--- src/rtl/ram_pkg.sv ---
// Shared definitions for the RAM copy engine: bus widths, RAM pin encodings,
// command modes and the engine state encoding.
package ram_pkg;

    localparam int RAM_ADDR_W = 10;
    localparam int RAM_DATA_W = 8;
    localparam int RAM_LEN_W  = 11;

    // RAM rw pin encoding
    localparam logic RW_READ  = 1'b1;
    localparam logic RW_WRITE = 1'b0;

    // Command mode encoding
    localparam logic MODE_COPY = 1'b0;
    localparam logic MODE_FILL = 1'b1;

    typedef enum logic [1:0] {
        IDLE = 2'd0,
        RD   = 2'd1,
        WR   = 2'd2,
        DONE = 2'd3
    } state_t;

endpackage

--- src/rtl/ram_addr_gen.sv ---
// Base-plus-offset address generator. Holds the stream base, a byte offset
// and the command length. Produces the current and following wrapped
// addresses and flags the final byte of the stream. While `load` is high the
// current address is taken straight from `base`, so the very first access can
// be issued on the same edge that captures the command.
module ram_addr_gen
    import ram_pkg::*;
#(
    parameter int ADDR_W = RAM_ADDR_W,
    parameter int LEN_W  = RAM_LEN_W
) (
    input  logic              clk,
    input  logic              rst_n,
    input  logic              load,
    input  logic [ADDR_W-1:0] base,
    input  logic [LEN_W-1:0]  count,
    input  logic              inc,
    output logic [ADDR_W-1:0] addr,
    output logic [ADDR_W-1:0] addr_next,
    output logic              last
);

    localparam logic [LEN_W-1:0]  ONE_LEN  = {{(LEN_W-1){1'b0}}, 1'b1};
    localparam logic [ADDR_W-1:0] ONE_ADDR = {{(ADDR_W-1){1'b0}}, 1'b1};

    logic [ADDR_W-1:0] base_r;
    logic [LEN_W-1:0]  offset_r;
    logic [LEN_W-1:0]  count_r;
    logic [ADDR_W-1:0] sum_s;

    // Capture base and length on load, advance the offset once per byte.
    always_ff @(posedge clk) begin
        if (!rst_n) begin
            base_r   <= {ADDR_W{1'b0}};
            offset_r <= {LEN_W{1'b0}};
            count_r  <= {LEN_W{1'b0}};
        end else if (load) begin
            base_r   <= base;
            offset_r <= {LEN_W{1'b0}};
            count_r  <= count;
        end else if (inc) begin
            offset_r <= offset_r + ONE_LEN;
        end
    end

    // Address arithmetic is ADDR_W bits wide, so it wraps at the top of RAM.
    assign sum_s     = base_r + offset_r[ADDR_W-1:0];
    assign addr      = load ? base : sum_s;
    assign addr_next = addr + ONE_ADDR;
    assign last      = ((offset_r + ONE_LEN) == count_r);

endmodule

--- src/rtl/ram_copy_engine.sv ---
// RAM copy/fill engine. Takes one command per start strobe and moves or
// fills a block of bytes in the single-port RAM on its own. Copy alternates
// a read cycle and a write cycle per byte; fill writes one byte per cycle.
// Every output comes straight from a flop.
module ram_copy_engine
    import ram_pkg::*;
#(
    parameter int ADDR_W = RAM_ADDR_W,
    parameter int DATA_W = RAM_DATA_W,
    parameter int LEN_W  = RAM_LEN_W
) (
    input  logic              clk,
    input  logic              rst_n,
    input  logic              start,
    input  logic              mode,
    input  logic [ADDR_W-1:0] src_addr,
    input  logic [ADDR_W-1:0] dst_addr,
    input  logic [LEN_W-1:0]  len,
    input  logic [DATA_W-1:0] fill_data,
    output logic              busy,
    output logic              done,
    output logic [LEN_W-1:0]  bytes_done,
    output logic              mem_en,
    output logic              mem_rw,
    output logic [ADDR_W-1:0] mem_addr,
    output logic [DATA_W-1:0] mem_wdata,
    input  logic [DATA_W-1:0] mem_rdata
);

    localparam logic [LEN_W-1:0] MAX_LEN = LEN_W'(2 ** ADDR_W);
    localparam logic [LEN_W-1:0] ONE_LEN = {{(LEN_W-1){1'b0}}, 1'b1};

    state_t            state_r, state_next_s;
    logic              mode_r;
    logic [DATA_W-1:0] fill_r;

    logic              busy_r, busy_s;
    logic              done_r, done_s;
    logic [LEN_W-1:0]  bytes_done_r, bytes_done_s;
    logic              mem_en_r, mem_en_s;
    logic              mem_rw_r, mem_rw_s;
    logic [ADDR_W-1:0] mem_addr_r, mem_addr_s;
    logic [DATA_W-1:0] mem_wdata_r, mem_wdata_s;

    logic              load_s;
    logic              inc_s;
    logic [LEN_W-1:0]  len_eff_s;
    logic [ADDR_W-1:0] src_cur_s, src_next_s, dst_cur_s, dst_next_s;
    logic              src_last_s, dst_last_s, last_s;

    // A command is accepted only from IDLE; both streams step after each write.
    assign load_s    = (state_r == IDLE) && start;
    assign inc_s     = (state_r == WR);
    assign len_eff_s = (len > MAX_LEN) ? MAX_LEN : len;
    // Both counters advance in lockstep; take the terminal flag from the
    // stream that actually drives the reads (copy) or writes (fill).
    assign last_s    = (mode_r == MODE_FILL) ? dst_last_s : src_last_s;

    ram_addr_gen #(.ADDR_W(ADDR_W), .LEN_W(LEN_W)) u_src_gen (
        .clk       (clk),
        .rst_n     (rst_n),
        .load      (load_s),
        .base      (src_addr),
        .count     (len_eff_s),
        .inc       (inc_s),
        .addr      (src_cur_s),
        .addr_next (src_next_s),
        .last      (src_last_s)
    );

    ram_addr_gen #(.ADDR_W(ADDR_W), .LEN_W(LEN_W)) u_dst_gen (
        .clk       (clk),
        .rst_n     (rst_n),
        .load      (load_s),
        .base      (dst_addr),
        .count     (len_eff_s),
        .inc       (inc_s),
        .addr      (dst_cur_s),
        .addr_next (dst_next_s),
        .last      (dst_last_s)
    );

    // State register.
    always_ff @(posedge clk) begin
        if (!rst_n) begin
            state_r <= IDLE;
        end else begin
            state_r <= state_next_s;
        end
    end

    // Latch the command mode and fill pattern when a command is accepted.
    always_ff @(posedge clk) begin
        if (!rst_n) begin
            mode_r <= MODE_COPY;
            fill_r <= {DATA_W{1'b0}};
        end else if (load_s) begin
            mode_r <= mode;
            fill_r <= fill_data;
        end
    end

    // Next state and next values of every registered output.
    always_comb begin
        state_next_s = state_r;
        busy_s       = busy_r;
        done_s       = 1'b0;
        bytes_done_s = bytes_done_r;
        mem_en_s     = mem_en_r;
        mem_rw_s     = mem_rw_r;
        mem_addr_s   = mem_addr_r;
        mem_wdata_s  = mem_wdata_r;
        case (state_r)
            IDLE: begin
                busy_s   = 1'b0;
                mem_en_s = 1'b0;
                if (start) begin
                    bytes_done_s = {LEN_W{1'b0}};
                    if (len_eff_s == {LEN_W{1'b0}}) begin
                        state_next_s = DONE;
                    end else if (mode == MODE_FILL) begin
                        state_next_s = WR;
                        busy_s       = 1'b1;
                        mem_en_s     = 1'b1;
                        mem_rw_s     = RW_WRITE;
                        mem_addr_s   = dst_cur_s;
                        mem_wdata_s  = fill_data;
                    end else begin
                        state_next_s = RD;
                        busy_s       = 1'b1;
                        mem_en_s     = 1'b1;
                        mem_rw_s     = RW_READ;
                        mem_addr_s   = src_cur_s;
                    end
                end else begin
                    state_next_s = IDLE;
                end
            end
            RD: begin
                // Read data is valid now; it becomes the write data.
                state_next_s = WR;
                mem_en_s     = 1'b1;
                mem_rw_s     = RW_WRITE;
                mem_addr_s   = dst_cur_s;
                mem_wdata_s  = mem_rdata;
            end
            WR: begin
                bytes_done_s = bytes_done_r + ONE_LEN;
                if (last_s) begin
                    state_next_s = DONE;
                    busy_s       = 1'b0;
                    mem_en_s     = 1'b0;
                    mem_rw_s     = RW_READ;
                end else if (mode_r == MODE_FILL) begin
                    state_next_s = WR;
                    mem_addr_s   = dst_next_s;
                    mem_wdata_s  = fill_r;
                end else begin
                    state_next_s = RD;
                    mem_rw_s     = RW_READ;
                    mem_addr_s   = src_next_s;
                end
            end
            DONE: begin
                state_next_s = IDLE;
                done_s       = 1'b1;
                busy_s       = 1'b0;
                mem_en_s     = 1'b0;
            end
            default: begin
                state_next_s = IDLE;
                busy_s       = 1'b0;
                mem_en_s     = 1'b0;
                mem_rw_s     = RW_READ;
            end
        endcase
    end

    // Output registers.
    always_ff @(posedge clk) begin
        if (!rst_n) begin
            busy_r       <= 1'b0;
            done_r       <= 1'b0;
            bytes_done_r <= {LEN_W{1'b0}};
            mem_en_r     <= 1'b0;
            mem_rw_r     <= RW_READ;
            mem_addr_r   <= {ADDR_W{1'b0}};
            mem_wdata_r  <= {DATA_W{1'b0}};
        end else begin
            busy_r       <= busy_s;
            done_r       <= done_s;
            bytes_done_r <= bytes_done_s;
            mem_en_r     <= mem_en_s;
            mem_rw_r     <= mem_rw_s;
            mem_addr_r   <= mem_addr_s;
            mem_wdata_r  <= mem_wdata_s;
        end
    end

    assign busy       = busy_r;
    assign done       = done_r;
    assign bytes_done = bytes_done_r;
    assign mem_en     = mem_en_r;
    assign mem_rw     = mem_rw_r;
    assign mem_addr   = mem_addr_r;
    assign mem_wdata  = mem_wdata_r;

endmodule

--- config.mk ---
export PLATFORM = sky130hd
export DESIGN_NAME = ram_copy_engine
export DESIGN_NICKNAME = d
export VERILOG_FILES = /design/src/rtl/ram_pkg.sv /design/src/rtl/ram_addr_gen.sv /design/src/rtl/ram_copy_engine.sv
export SDC_FILE = /design/constraint.sdc
export NUM_CORES = 1
export LEC_CHECK = 0
export ABC_AREA = 1
export ABC_CLOCK_PERIOD_IN_PS = 2900
export CAP_MARGIN = 10
export CORE_MARGIN = 10
export CORE_UTILIZATION = 52
export DETAILED_ROUTE_END_ITERATION = 8
export PLACE_DENSITY = 0.74
export SETUP_SLACK_MARGIN = 0.5
export SKIP_LAST_GASP = 1
export SLEW_MARGIN = 20
export SYNTH_ARGS = -nofsm -noshare
export SYNTH_HDL_FRONTEND = slang
export SYNTH_HIERARCHICAL = 1
export SYNTH_SLANG_ARGS = --single-unit
--- constraint.sdc ---
create_clock -name clk -period 2.9 [get_ports clk]
set_clock_uncertainty 0.1 [all_clocks]
set_input_delay 0.29 -clock clk [delete_from_list [all_inputs] [get_ports clk]]
set_output_delay 0.29 -clock clk [all_outputs]
set_load 0.02 [all_outputs]
==> metrics.md <==
| Metric | Value |
|---|---|
| EDFF count, synth | `0` |
| Detailed placement HPWL | `14.6 mm` |
| Final Cell Area | `9280 um2` |
| R2R Path Start | `u_dst_gen/offset_r[0]` |
| Final setup fails | `0` |
| Drt via density | `5.18` |
| Max Cap Viol | `0` |
| Critical Path AT | `2.96 ns` |
| Worst-case reg-to-reg path depth | `18` |
| Startpoint Class | `flip-flop` |
| CP Max Fanout | `5` |
| #FFs+latches synth | `108` |
| Power share of the sequential group | `40.5%` |
| Via Count | `7473` |
| Reg2reg end | `mem_addr[2]` |
| Peak supply drop | `0.379 mV` |
| Leak Pwr | `4.38 nW` |
| Slew HR | `54.9%` |
| Num CTS Buffers | `9` |
| # DRC | `0` |
| Die height | `137 um` |
| Switching power total | `0.00127 W` |
| Max stage delay on crit path | `0.36 ns` |
| Clk pwr share | `33.8%` |
| # IOs | `84` |
| Post-DRT Antenna Nets | `0` |
| Crit Path Category | `reg -> reg` |
| DR iter-0 viols | `622` |
| Post-Syn Nets | `1224` |
| Top FF cell, synth | `dfxtp_1` |
| Fin nets | `1343` |
| Crit path required time | `3.07 ns` |
| Crit-path cells | `buf_4 > buf_6 > ha_4 > xnor2_4 > and2_4 > nor3_2 > nand3_1 > nor2_1 > nand4_1 > nor2_2 > nand2_1 > o21ai_4 > nand2_4 > nand3_4 > buf_6 > nand2_1 > inv_1 > nor2_1` |
| Pin count of the biggest net entering global routing | `38` |
| R2R setup slack | `0.11 ns` |
| Int Pwr | `0.00282 W` |
| Final worst-path cycle share | `96.3%` |
| Post-synth ARST share | `0%` |
| Syn avg cell area | `6.26 um2` |
| CTS tree | `yes` |
| Commonest cells after routing, fill and taps aside | `nand2_1, nor2_1, inv_1` |
| Drt total wl | `20.3 mm` |
| End of the critical path | `mem_addr[2]` |
| CTS root buffer | `clkbuf_16` |
| Placed Area | `8280 um2` |
| Core area | `13300 um2` |
| Clock sinks | `108` |
| Number of buffers added on ports | `83` |
| Clock Tree Buf Depth | `2` |
| Share of power burned in combinational logic | `25.7%` |
| DP Worst Slack | `0.0777 ns` |
| Max-slew violations | `0` |
| Commonest non-fill, non-tap cell in the layout | `nand2_1` |
| Mapped Cells | `1143` |
| Layout cell share with drive strength beyond 1 | `15.2%` |
| TNS Setup | `0 ns` |
| Ant diodes | `0` |
| Yosys cell types | `44` |
| Final hold violations | `0` |
| Die Footprint | `18900 um2` |
| Initial antenna violation count | `0` |
| Final std cells w/o fill | `1443` |
| RSZ-0062 raised after global routing | `yes` |
| Netlist Area Pre-Place | `7160 um2` |
| # rows | `42` |
| Placed Cells | `1393` |
| Gpl congestion | `0.873` |
| Worst slew pin tran | `0.677 ns` |
| CP endpoint kind | `flip-flop` |
| First-pass DRT Iterations | `5` |
| Area Growth Syn to Fin | `29.7%` |
| Status | `complete, no violations` |
| Pwr dens | `441 nW/um2` |
| H-tree Lvls | `3` |
| Max Freq | `358 MHz` |
| Slowest stage cell, crit path | `dfxtp_4` |
| Die X | `137 um` |
| Grt total ovfl | `0` |
| First-pass GRT wire length | `33.0 mm` |
| Hold-fix buffers, CTS | `0` |
| HP Class | `in -> reg` |
| Period minus WS final | `2.79 ns` |
| Starting density of the core | `53.6%` |
| Clock-pin slew on the worst setup and hold paths | `0.08 ns` |
| Fin util | `69.5%` |
| GR Util All Layers | `21.3%` |
| Yosys warns | `6` |
| Sw Share | `31.1%` |
| Crit. Startpoint | `u_dst_gen/offset_r[0]` |
| Avg WL per Cell | `14.1 um` |
| Post-synthesis sequential area ratio | `30.2%` |
| Clock latency on the worst-skew pair | `0.37 ns` |
| Vias in the first global route | `6901` |
| Worst setup margin | `0.107 ns` |
final cells by class:
cell class              instances  area, um2
inverters                     150        571
repair buffers                138       1270
repair inverters                1       6.26
clock buffers                  10        239
clock inverters                 6       93.8
flip-flops and latches        108       2180
fillers                      1186       4070
multi-input cells             854       4690
well taps                     176        220
cells by family (layout without fill, tap and decap cells):
| logic type | Yosys count | in the layout | share of synthesized area, % |
|---|---|---|---|
| xor+xnor | 42 | 42 | 5.53 |
| fa+ha+maj | 30 | 30 | 5.46 |
| compound gates | 159 | 159 | 12.2 |
| flops | 108 | 108 | 30.2 |
| simple gates | 622 | 623 | 36.7 |
| buf+inv | 182 | 305 | 9.90 |
synthesized netlist by cell type (7+ instances only):
cell type | n | area share, %
inv_1 | 138 | 7.2
xor2_1 | 16 | 2.0
nor3_1 | 7 | 0.49
o21ai_0 | 68 | 4.8
nand2_1 | 334 | 18
clkbuf_1 | 17 | 0.89
nor2_1 | 148 | 7.8
a21oi_1 | 62 | 4.3
nand4_1 | 16 | 1.4
xnor2_1 | 24 | 2.9
dfxtp_1 | 108 | 30
buf_2 | 8 | 0.56
nand3_1 | 81 | 5.7
ha_1 | 28 | 4.9
worst max-delay path: cells and delay by family (launching register included):
kind	cells	cell delay [ns]
AOI/OAI and AO/OA	1	0.09
xor gates and xnor gates	1	0.13
adders and majority gates	1	0.18
buffers and inverters	4	0.45
DFF	1	0.36
and+or+nand+nor	11	1.38
worst min-delay path by stage:
| stage | endpoint | slack [ns] | cells past startpoint | startpoint |
|---|---|---|---|---|
| floorplan | u_dst_gen/base_r[4] | 0.33 | 2 | u_dst_gen/base_r[4] |
| global placement | u_dst_gen/base_r[4] | 0.34 | 2 | u_dst_gen/base_r[4] |
| detailed placement | u_src_gen/base_r[4] | 0.34 | 2 | u_src_gen/base_r[4] |
| CTS | u_dst_gen/base_r[4] | 0.16 | 3 | rst_n |
| global route | u_dst_gen/base_r[4] | 0.18 | 3 | rst_n |
| finish | u_dst_gen/base_r[4] | 0.18 | 3 | rst_n |
sequential cells by signal, summed over array words and instances (netlist names):
name and cells:
mode_r 1, u_src_gen/offset_r 11, u_src_gen/base_r 10, u_src_gen/count_r 11, mem_wdata 8, u_dst_gen/base_r 10
done 1, busy 1, u_dst_gen/count_r 11, bytes_done 11, mem_rw 1, mem_en 1
mem_addr 10, fill_r 8, u_dst_gen/offset_r 11, state_r 2
per-stage QoR:
step / total power [W] / hold slack [ns]
2_1_floorplan: 0.00229 / 0.325
3_3_place_gp: 0.00260 / 0.340
3_5_place_dp: 0.00261 / 0.341
4_1_cts: 0.00404 / 0.163
5_1_grt: 0.00430 / 0.181
6_report: 0.00410 / 0.177
layer usage:
metal | wire, um | share of wire (%) | global-route usage, % | vias up
li1 | - | - | - | 3864
met1 | 9130 | 45 | 27.6 | 3342
met2 | 9560 | 47 | 34.4 | 234
met3 | 1130 | 5.6 | 4.12 | 33
met4 | 450 | 2.2 | 7.67 | 0
met5 | 0 | 0 | 0 | -
repair_timing:
action,4_1_cts,5_1_grt
pin swaps,18,49
setup endpoints to repair,21,22
gates resized for setup,50,65
buffers inserted,19,12
cloned,2,1
power by group through the flow:
stage,clock (W),sequential (W),combinational [W]
2_1_floorplan,0,0.00172,0.000573
3_3_place_gp,0,0.00169,0.000911
3_5_place_dp,0,0.00169,0.000917
4_1_cts,0.00141,0.00166,0.000977
5_1_grt,0.00145,0.00167,0.00117
6_report,0.00138,0.00166,0.00105
Note: power is estimated with default switching activity, not from simulation.
